<file path="src/rtl/secam_line_sequencer.sv">
// rtl/secam_line_sequencer.sv - SECAM chroma line/frame sequencer; optional SECAM_FRAME_ALTERNATE_EN frame polarity alternation
`timescale 1ns/1ps
module secam_line_sequencer #(
  parameter int CARRIER_ON        = 300,
  parameter int ACTIVE_START      = 400,
  parameter int ACTIVE_END        = 2900,
  parameter int CARRIER_OFF       = 2950,
  parameter int ACTIVE_LINE_FIRST = 23,
  parameter int ACTIVE_LINE_LAST  = 310
) (
  input  logic        clk,
  input  logic        rst_n,
  input  logic        newframe,
  input  logic        newline,
  output logic        even_line,
  output logic        enabled,
  output logic        modulate,
  output logic [9:0]  line_count,
  output logic [11:0] h_count
);

  if (!((CARRIER_ON >= 0) && (CARRIER_ON < ACTIVE_START) && (ACTIVE_START < ACTIVE_END) &&
        (ACTIVE_END < CARRIER_OFF) && (CARRIER_OFF <= 4095) && (ACTIVE_LINE_FIRST >= 0) &&
        (ACTIVE_LINE_FIRST <= ACTIVE_LINE_LAST) && (ACTIVE_LINE_LAST <= 1023))) begin : g_param_check
    $fatal(1, "secam_line_sequencer: illegal timing parameters");
  end

  localparam logic [11:0] LP_CARRIER_ON   = 12'(CARRIER_ON);
  localparam logic [11:0] LP_ACTIVE_START = 12'(ACTIVE_START);
  localparam logic [11:0] LP_ACTIVE_END   = 12'(ACTIVE_END);
  localparam logic [11:0] LP_CARRIER_OFF  = 12'(CARRIER_OFF);
  localparam logic [9:0]  LP_LINE_FIRST   = 10'(ACTIVE_LINE_FIRST);
  localparam logic [9:0]  LP_LINE_LAST    = 10'(ACTIVE_LINE_LAST);

  typedef enum logic [2:0] {
    ST_OFF,
    ST_WAIT,
    ST_REF_PRE,
    ST_ACTIVE,
    ST_REF_POST
  } state_t;

  state_t      r_state;
  state_t      w_state_next;
  logic [11:0] r_h_count;
  logic [9:0]  r_line_count;
  logic        r_even_line;
  logic        r_enabled;
  logic        r_modulate;
  logic        w_line_start;
  logic [9:0]  w_line_next;
  logic        w_line_active;
  logic        w_frame_polarity;
  logic        w_enabled_next;
  logic        w_modulate_next;

  assign w_line_start  = newline | newframe;
  assign w_line_next   = newframe ? 10'd0 :
                         (newline && (r_line_count != 10'h3FF)) ? r_line_count + 10'd1 :
                         r_line_count;
  assign w_line_active = (w_line_next >= LP_LINE_FIRST) && (w_line_next <= LP_LINE_LAST);

`ifdef SECAM_FRAME_ALTERNATE_EN
  logic r_frame_flag;

  // Frame polarity flag: each frame start consumes the current polarity and flips it for the next frame
  always_ff @(posedge clk) begin
    if (!rst_n) begin
      r_frame_flag <= 1'b1;
    end else if (newframe) begin
      r_frame_flag <= ~r_frame_flag;
    end
  end

  assign w_frame_polarity = r_frame_flag;
`else
  assign w_frame_polarity = 1'b1;
`endif

  // Horizontal position, line number and Db/Dr alternation tracking from the timing strobes
  always_ff @(posedge clk) begin
    if (!rst_n) begin
      r_h_count    <= 12'd0;
      r_line_count <= 10'd0;
      r_even_line  <= 1'b1;
    end else begin
      if (w_line_start) begin
        r_h_count <= 12'd0;
      end else if (r_h_count != 12'hFFF) begin
        r_h_count <= r_h_count + 12'd1;
      end
      r_line_count <= w_line_next;
      if (newframe) begin
        r_even_line <= w_frame_polarity;
      end else if (newline) begin
        r_even_line <= ~r_even_line;
      end
    end
  end

  // Carrier state machine: a line start always restarts the line, otherwise step on h-position thresholds
  always_comb begin
    w_state_next = r_state;
    if (w_line_start) begin
      w_state_next = w_line_active ? ST_WAIT : ST_OFF;
    end else begin
      case (r_state)
        ST_WAIT:     if (r_h_count == LP_CARRIER_ON)   w_state_next = ST_REF_PRE;
        ST_REF_PRE:  if (r_h_count == LP_ACTIVE_START) w_state_next = ST_ACTIVE;
        ST_ACTIVE:   if (r_h_count == LP_ACTIVE_END)   w_state_next = ST_REF_POST;
        ST_REF_POST: if (r_h_count == LP_CARRIER_OFF)  w_state_next = ST_OFF;
        default:     w_state_next = ST_OFF;
      endcase
    end
    w_enabled_next  = (w_state_next == ST_REF_PRE) || (w_state_next == ST_ACTIVE) ||
                      (w_state_next == ST_REF_POST);
    w_modulate_next = (w_state_next == ST_ACTIVE);
  end

  // State register with registered encoder control decode
  always_ff @(posedge clk) begin
    if (!rst_n) begin
      r_state    <= ST_OFF;
      r_enabled  <= 1'b0;
      r_modulate <= 1'b0;
    end else begin
      r_state    <= w_state_next;
      r_enabled  <= w_enabled_next;
      r_modulate <= w_modulate_next;
    end
  end

  assign even_line  = r_even_line;
  assign enabled    = r_enabled;
  assign modulate   = r_modulate;
  assign line_count = r_line_count;
  assign h_count    = r_h_count;

endmodule

</file>
<file path="config.mk">
export PLATFORM = sky130hd
export DESIGN_NAME = secam_line_sequencer
export DESIGN_NICKNAME = d
export VERILOG_FILES = /design/src/rtl/secam_line_sequencer.sv
export SDC_FILE = /design/constraint.sdc
export NUM_CORES = 1
export LEC_CHECK = 0
export CAP_MARGIN = 20
export CORE_MARGIN = 2
export CORE_UTILIZATION = 40
export CTS_CLUSTER_DIAMETER = 30
export DETAILED_ROUTE_END_ITERATION = 7
export DONT_BUFFER_PORTS = 1
export PLACE_DENSITY_LB_ADDON = 0.05
export SETUP_SLACK_MARGIN = 0.2
export SYNTH_ARGS = -nofsm -noshare
export SYNTH_HDL_FRONTEND = slang
export SYNTH_SLANG_ARGS = --single-unit
</file>
<file path="constraint.sdc">
create_clock -name clk -period 1.9 [get_ports clk]
set_input_delay 0.285 -clock clk [delete_from_list [all_inputs] [get_ports clk]]
set_output_delay 0.285 -clock clk [all_outputs]
set_load 0.005 [all_outputs]
</file>
# [After elaboration in Yosys (flattened, before gate mapping)]
# Index checks and enable logic that the tools add are counted.
[classes] add_sub_neg=2 n_lt_le_gt_ge=2 eq_ne=13 muxes=9 bitwise_logic=3 reduce_logical=6
[ops] cell="equality test 12 bit, second input constant" count=2
[ops] cell="equality test 12 x 9 -> 1 bit, second input constant" count=2
[ops] cell="two-way mux 10 bit" count=2
[ops] cell="two-way mux 3 bit" count=5
[ops] cell="adder 12 x 1 -> 12 bit, second input constant" count=1
[ops] cell="equality test 3 x 2 -> 1 bit, second input constant" count=4
[ops] cell="inequality test 12 bit, second input constant" count=1
[ops] cell="case mux 3 bit (4 select lines)" count=1
[ops] cell="adder 10 x 1 -> 10 bit, second input constant" count=1
[ops] cell=">= comparator 10 x 5 -> 1 bit, second input constant" count=1
[ops] cell="<= comparator 10 x 9 -> 1 bit, second input constant" count=1
[ops] cell="inequality test 10 bit, second input constant" count=1
[ops] cell="equality test 3 bit, second input constant" count=2
[ops] cell="OR reduction 2 bit" count=2
[ops] cell="equality test 3 x 1 -> 1 bit, second input constant" count=1
[ops] cell="logical AND 1 bit" count=2
[ops] cell="logical OR 1 bit" count=2
[ops] cell="inverter 1 bit" count=2
[ops] cell="two-way mux 1 bit" count=1
[ops] cell="OR 1 bit" count=1
[word_totals] regBits=28 out_inout_bits=25 elab_cells=41

# [Longest topological paths before layout]
# Gate-level depths: netlist (run 1).
[logic_depth] word_depth=11 depth_mapped=8

# [Worst setup path after synthesis (run 1)]
# OpenSTA, ideal clock, no wires.
[synth_path] path_kind="flip-flop to flip-flop" start="register r_line_count[0], in the netlist line_count[0]" end="register r_state[0]" setup_ns=0.138 arrival_time_ns=1.888 required_time_ns=1.762 slack_ns=-0.127 stages_incl_launch_ff=9 synth_period_minus_slack_ns=2.027 path_cell_list="dfxtp_1 ha_1 and4_1 buf_6 a41oi_1 nor4b_2 o211ai_1 a2111oi_0 a2111oi_1"
[synth_via] elab_chain_cells=8
[synth_lines] element="from (decl)" line_no="46" text="logic [9:0] r_line_count;"
[synth_lines] element="from (signal assigned)" line_no="92" text="r_line_count <= w_line_next;"
[synth_lines] element="parallel branches: the longest is 2 deep, another holds adder 10 x 1 -> 10 bit"
[synth_lines] element="two-way mux 10 bit (*)" line_no="59" text="(newline && (r_line_count != 10'h3FF)) ? r_line_count + 10'd1 :"
[synth_lines] element="two-way mux 10 bit (*)" line_no="58" text="assign w_line_next = newframe ? 10'd0 :"
[synth_lines] element=">= comparator 10 x 5 -> 1 bit or <= comparator 10 x 9 -> 1 bit (tied branches)" line_no="61" text="assign w_line_active = (w_line_next >= LP_LINE_FIRST) && (w_line_next <= LP_LINE_LAST);"
[synth_lines] element="logical AND 1 bit (*)" line_no="61"
[synth_lines] element="two-way mux 1 bit (*)" line_no="105" text="w_state_next = w_line_active ? ST_WAIT : ST_OFF;"
[synth_lines] element="two-way mux 3 bit (*)" line_no="104" text="if (w_line_start) begin"
[synth_lines] element="to (signal assigned)" line_no="127" text="r_state <= w_state_next;"
[synth_lines] element="to (decl)" line_no="43" text="state_t r_state;"
# Every way passes the cells marked *.
# A chain may end at the register's enable or synchronous reset.

# [Worst setup path in the final report (run 1)]
# Same ends and word-level chain as after synthesis.

==> qor.csv, run 1 <==
stage,metric,value,unit
status,status,"finished, violations left",
status,failing checks,setup timing,
logic_synthesis,Seq cells post-synth,28,
detailed_routing,Avg Vias per Cell,5.62,
clock_network,CTS sink count,28,
clock_network,hold-fix buffers at CTS,0,
clock_network,clock transition at the registers of the reported paths,0.10,ns
cells_and_area,NumNets Final,237,
placement,pre-CTS WS,-0.114,ns
floorplan,DIE AREA,0.00470,sq mm
clock_network,clock latency on the worst-skew pair,0.27,ns
pwr,Cell Pwr Density,435,mW/mm^2
logic_synthesis,Synthesis Warnings,0,
logic_synthesis,ys flop type,dfxtp_1,
clock_network,CTS Buffer Depth,2,
placement,DP HPWL,3270,um
floorplan,core area,0.00400,sq mm
critical_path,CP endpoint kind,register,
logic_synthesis,post-synthesis instance area,0.00167,sq mm
logic_synthesis,Yosys top cell area share,33.7,%
sta,Final Hold Fails,0,
cells_and_area,final antenna diode count,0,
hold_path,hold crit path type,input pin to register,
critical_path,Crit Path Class,register to register,
sta,hold_ws,0.0881,ns
clock_network,CTS tree,built,
detailed_routing,via count,1562,
floorplan,IO Pins,29,
floorplan,DIE WIDTH,68.5,um
sta,max-slew violations,0,
clock_network,root buffer cell,clkbuf_8,
placement,gpl congestion,0.833,
critical_path,"Arr. time, crit path",2.07,ns
pwr,Max rail drop VDD,0.233,mV
global_routing,grt ovf,0,
run,Max-cap violations,0,
critical_path,WP data required,2.06,ns
sta,Tightest Pin Transition,0.517,ns
pwr,Leakage,0.840,nW
logic_synthesis,ys async rst share,0,%
floorplan,FP Rows,23,
logic_synthesis,Yosys top cell by area,dfxtp_1,
cells_and_area,"commonest non-fill, non-tap cell in the layout",buf_4,
global_routing,vias in the first global route,1536,
global_routing,initial antenna violation count,0,
logic_synthesis,post-synth net total,198,
sta,Slew headroom,65.4,%
detailed_routing,WL/cell,16.3,um
cells_and_area,fraction of layout cells with a size suffix above 1,42.5,%
detailed_routing,Initial DRC Count,61,
logic_synthesis,"top cells by area, synth","dfxtp_1 (34%), nor2_1 (5.4%), nand3_1 (3.9%)",
sta,shortest period the worst path allows,1.91,ns
floorplan,Starting Density,41.6,%
detailed_routing,drc violations,0,
sta,RSZ-0062 raised after global routing,true,
sta,fmax,0.523,GHz
logic_synthesis,"Seq/Total Area, Yosys",33.7,%
logic_synthesis,number of flops mapped to enable cells by yosys,0,
clock_network,CTS Buf Count,3,
logic_synthesis,Synth Instances,190,
sta,endpoints failing setup,1,
cells_and_area,P&R area growth vs syn,34.9,%
logic_synthesis,post-synthesis cell type count,54,
floorplan,Die Y,68.5,um
global_routing,first-pass GRT wire length,6890,um
critical_path,worst reg2reg setup slack,-0.01,ns
clock_network,H-tree depth,1,
logic_synthesis,synthesized area per cell,8.76,sq um
sta,Tcrit/Tclk final,101,%
detailed_routing,drt first pass iters,4,
global_routing,aggregate global-route resource usage,19.7,%
detailed_routing,final wirelength,4520,um
placement,Port Buffers,0,
detailed_routing,Post-DRT Antenna Nets,0,
global_routing,largest net degree at the start of global routing,16,
critical_path,CP startpoint kind,register,
sta,Fin Clk Skew,0.0113,ns
cells_and_area,most frequent cells in the layout,"buf_4 (39), nor2_1 (22), dfxtp_1 (21)",
critical_path,crit-path max FO,7,
sta,setup ws final,-0.0114,ns
-- power by group --
| group | total [mW] | internal (mW) | switching [mW] |
|---|---|---|---|
| sequential | 0.591 | 0.587 | 0.00357 |
| combinational | 0.0571 | 0.0277 | 0.0294 |
| clock | 0.328 | 0.150 | 0.178 |
-- what timing repair did --
action	CTS	global route
pin swaps	16	11
setup endpoints to repair	8	10
setup buffers	5	2
gates resized for setup	21	26
endpoints found under the hold margin	0	0
gates cloned	0	1
-- logic make-up (layout without fill, tap and decap cells) --
family          after synthesis  count (layout)  share of synthesized area, %
flops                        28              28                          33.7
fa+ha+maj                     4               4                          3.01
simple gates                 93              93                          32.9
compound gates               35              35                          15.8
mux                           5               5                          3.31
buf+inv                      15              53                          6.09
xor+xnor                     10              10                          5.26
-- stage by stage --
stage               util, %  total power, mW  cell area (sq um)  std cells  TNS [ns]
floorplan                 -            0.644               1700        190         0
global placement       48.8            0.654               1950        266   -0.0824
detailed placement     48.8            0.655               1950        266    -0.121
CTS                    52.8            0.982               2110        275   -0.0423
global route           56.1             1.02               2250        278    -0.245
finish                 56.1            0.976               2250        278   -0.0114
-- per-layer routing --
| metal | wire length [um] | track usage [%] | vias up | share of wire [%] |
|---|---|---|---|---|
| li1 | - | - | 780 | - |
| met1 | 1830 | 20.9 | 746 | 40 |
| met2 | 2490 | 37.6 | 32 | 55 |
| met3 | 169 | 3.41 | 4 | 3.7 |
| met4 | 29 | 8.25 | 0 | 0.64 |
| met5 | 0 | 0 | - | 0 |
-- state kept, by name, summed over array words and instances (netlist names) --
| name | cells |
|---|---|
| enabled | 1 |
| even_line | 1 |
| h_count | 12 |
| line_count | 10 |
| modulate | 1 |
| r_state | 3 |
-- synth_stat cells (4+ instances only) --
cell type	n
a21oi_1	10
and4_1	6
buf_6	5
dfxtp_1	28
ha_1	4
inv_1	5
mux2i_1	4
nand2_1	10
nand2b_1	4
nand3_1	13
nand4_1	7
nor2_1	24
nor3_1	6
o21ai_0	4
xor2_1	7
-- path summary, 6_finish.rpt --
check,depth (start not counted),to,from
worst min-delay path,1,r_state[2],newframe
worst max-delay path,8,r_state[0],line_count[0]
worst max register to register,8,r_state[0],line_count[0]
worst min register to register,2,even_line,even_line
-- layout make-up --
class | count | area [sq um]
inverters | 5 | 18.8
clock buffers | 4 | 45.0
multi-input cells | 147 | 1190
fillers | 371 | 1750
flip-flops and latches | 28 | 577
repair buffers | 44 | 349
well taps | 50 | 62.6
-- worst max-delay path: stages (launching register included) --
cell and delay [ns]:
dfxtp_4 0.37, ha_4 0.13, and4_4 0.26, buf_4 0.13, nand4_1 0.10, a31o_2 0.29, nor2_2 0.15, nor4b_2 0.07
a2111oi_2 0.30
Note: power is estimated with default switching activity, not from simulation.
==> run 2: changes to the inputs <==
--- a/config.mk
+++ b/config.mk
@@ -8,6 +8,7 @@
 export CAP_MARGIN = 20
 export CORE_MARGIN = 2
 export CORE_UTILIZATION = 40
+export CTS_BUF_LIST = sky130_fd_sc_hd__clkbuf_8
 export CTS_CLUSTER_DIAMETER = 30
 export DETAILED_ROUTE_END_ITERATION = 7
 export DONT_BUFFER_PORTS = 1
==> run 2 against run 1 <==
Against the previous run: the run still ends with setup timing left; first-iteration DRC count unchanged; routed wire length about the same; sequential share of layout area unchanged; fmax about the same; combinational power about the same; clock power down 1%; hold slack about the same; register-to-register slack about the same; power down 0.46%; largest cell class unchanged; highest routed layer unchanged.
==> qor.csv, run 2 (synthesis gave the netlist of run 1 again) <==
stage,metric,value,unit,change
cells_and_area,NumNets Final,237,,unchanged
clock_network,clock transition at the registers of the reported paths,0.10,ns,about the same
detailed_routing,WL/cell,16.3,um,about the same
run,Max-cap violations,0,,unchanged
pwr,Leakage,0.844,nW,was 0.840 nW
cells_and_area,"commonest non-fill, non-tap cell in the layout",buf_4,,unchanged
hold_path,critical hold path startpoint,newframe,,unchanged
floorplan,DIE AREA,0.00470,sq mm,unchanged
cells_and_area,Final Util,56.1,%,unchanged
sta,Fin Clk Skew,0.0119,ns,was 0.0113 ns
critical_path,Crit Path Class,register to register,,unchanged
sta,fmax,0.523,GHz,about the same
critical_path,"Arr. time, crit path",2.08,ns,was 2.07 ns
critical_path,CP startpoint kind,register,,unchanged
sta,Slew headroom,65.4,%,about the same
detailed_routing,via count,1563,,was 1562
global_routing,grt ovf,0,,unchanged
sta,Tightest Pin Transition,0.517,ns,about the same
cells_and_area,final antenna diode count,0,,unchanged
global_routing,largest net degree at the start of global routing,16,,unchanged
clock_network,CTS sink count,28,,unchanged
global_routing,vias in the first global route,1536,,unchanged
sta,Final Hold Fails,0,,unchanged
clock_network,CTS Buf Count,3,,unchanged
floorplan,DIE WIDTH,68.5,um,unchanged
pwr,Gate power share,5.9,%,was 5.8%
hold_path,hold crit path type,input pin to register,,unchanged
clock_network,clock latency on the worst-skew pair,0.27,ns,about the same
clock_network,CTS tree,built,,unchanged
floorplan,IO Pins,29,,unchanged
sta,RSZ-0062 raised after global routing,true,,unchanged
cells_and_area,most frequent cells in the layout,"buf_4 (39), nor2_1 (22), dfxtp_1 (21)",,unchanged
cells_and_area,max FFs per register,12,,unchanged
detailed_routing,final wirelength,4520,um,about the same
critical_path,worst reg2reg setup slack,-0.01,ns,about the same
critical_path,CP endpoint kind,register,,unchanged
sta,max-slew violations,0,,unchanged
global_routing,aggregate global-route resource usage,19.7,%,unchanged
floorplan,Starting Density,41.6,%,unchanged
critical_path,CP max stage cell,dfxtp_4,,unchanged
sta,shortest period the worst path allows,1.91,ns,about the same
floorplan,Die Y,68.5,um,unchanged
global_routing,first-pass GRT wire length,6890,um,unchanged
sta,endpoints failing setup,1,,unchanged
placement,pre-CTS WS,-0.114,ns,unchanged
detailed_routing,drc violations,0,,unchanged
sta,setup TNS,-0.0123,ns,was -0.0114 ns
cells_and_area,fraction of layout cells with a size suffix above 1,42.5,%,unchanged
status,status,"finished, violations left",,unchanged
floorplan,core area,0.00400,sq mm,unchanged
status,failing checks,setup timing,,unchanged
floorplan,FP Rows,23,,unchanged
placement,gpl congestion,0.833,,unchanged
sta,setup ws final,-0.0123,ns,was -0.0114 ns
clock_network,hold-fix buffers at CTS,0,,unchanged
cells_and_area,P&R area growth vs syn,34.9,%,unchanged
critical_path,crit-path max FO,7,,unchanged
pwr,Cell Pwr Density,433,mW/mm^2,was 435 mW/mm^2
pwr,Reg power frac,60.8,%,was 60.5%
detailed_routing,drt first pass iters,4,,unchanged
placement,Port Buffers,0,,unchanged
pwr,Max rail drop VDD,0.233,mV,about the same
clock_network,root buffer cell,clkbuf_8,,unchanged
pwr,Clock Power Share,33.3,%,was 33.6%
critical_path,R2R Path Start,line_count[0],,unchanged
critical_path,R2R cell count,8,,unchanged
global_routing,initial antenna violation count,0,,unchanged
cells_and_area,Fillers,371,,unchanged
pwr,total net switching power,212,uW,was 211 uW
clock_network,CTS Buffer Depth,2,,unchanged
critical_path,crit path cell chain,ha_4 -> and4_4 -> buf_4 -> nand4_1 -> a31o_2 -> nor2_2 -> nor4b_2 -> a2111oi_2,,unchanged
critical_path,Critical R2R Capture,r_state[0],,unchanged
cells_and_area,Layout Cells excl Fill,278,,unchanged
detailed_routing,Post-DRT Antenna Nets,0,,unchanged
critical_path,CP peak stage delay,0.37,ns,about the same
pwr,internal power,760,uW,was 765 uW
clock_network,H-tree depth,1,,unchanged
pwr,Sw Share,21.8,%,was 21.6%
sta,Tcrit/Tclk final,101,%,about the same
pwr,total power,972,uW,was 976 uW
placement,DP HPWL,3270,um,unchanged
hold_path,Worst Hold End,r_state[2],,unchanged
hold_path,Hold Crit Depth,1,,unchanged
placement,dpl cells,266,,unchanged
critical_path,WP data required,2.06,ns,about the same
detailed_routing,Initial DRC Count,61,,unchanged
detailed_routing,Avg Vias per Cell,5.62,,about the same
run 2: cell type report:
class	count	area [sq um]	share of cell area, %
clock buffer	3	41.3	1.84
clock inverter	1	3.75	0.167
tap	50	62.6	2.79
timing repair buffer	44	349	15.5
inverter	5	18.8	0.836
sequential	28	577	25.7
multi-input combinational	147	1190	53.1
run 2: worst max-delay path by stage:
| stage | to | depth (start not counted) | from |
|---|---|---|---|
| after detailed placement | r_state[0] | 7 | line_count[1] |
| after CTS | r_state[0] | 8 | line_count[0] |
| after global placement | r_state[0] | 8 | line_count[1] |
| final | r_state[0] | 8 | line_count[0] |
| after floorplan | r_state[0] | 8 | line_count[0] |
| after global routing | r_state[0] | 7 | line_count[0] |
run 2: what timing repair did:
item,4_1_cts,5_1_grt
pin swaps,16,11
gates resized for setup,21,26
gates cloned,0,1
setup endpoints to repair,8,10
setup buffers,5,2
run 2: critical path, delay by kind of cell (launching register included):
kind                     cells  cell delay (ns)
buffers and inverters        1             0.13
adder cells (fa/ha/maj)      1             0.13
flip-flops                   1             0.37
AND/OR/NAND/NOR              4             0.58
AO/OA/AOI/OAI                2             0.59
run 2: power by group through the flow:
stage	clock, mW	sequential, mW	combinational (mW)
final	0.324	0.591	0.0570
after global routing	0.363	0.591	0.0619
after CTS	0.333	0.592	0.0528
after detailed placement	0	0.605	0.0493
after global placement	0	0.605	0.0486
after floorplan	0	0.607	0.0364
run 2: layer usage:
layer	part of all wire [%]	global-route usage [%]
met5	0	0
met4	0.64	8.25
met3	3.7	3.41
met2	55	37.6
met1	40	20.9
run 2: stage by stage:
step	area [sq um]	hold slack, ns
after detailed placement	1950	0.373
final	2250	0.0881
after global placement	1950	0.367
after floorplan	1700	0.369
after global routing	2250	0.0700
after CTS	2110	0.0784
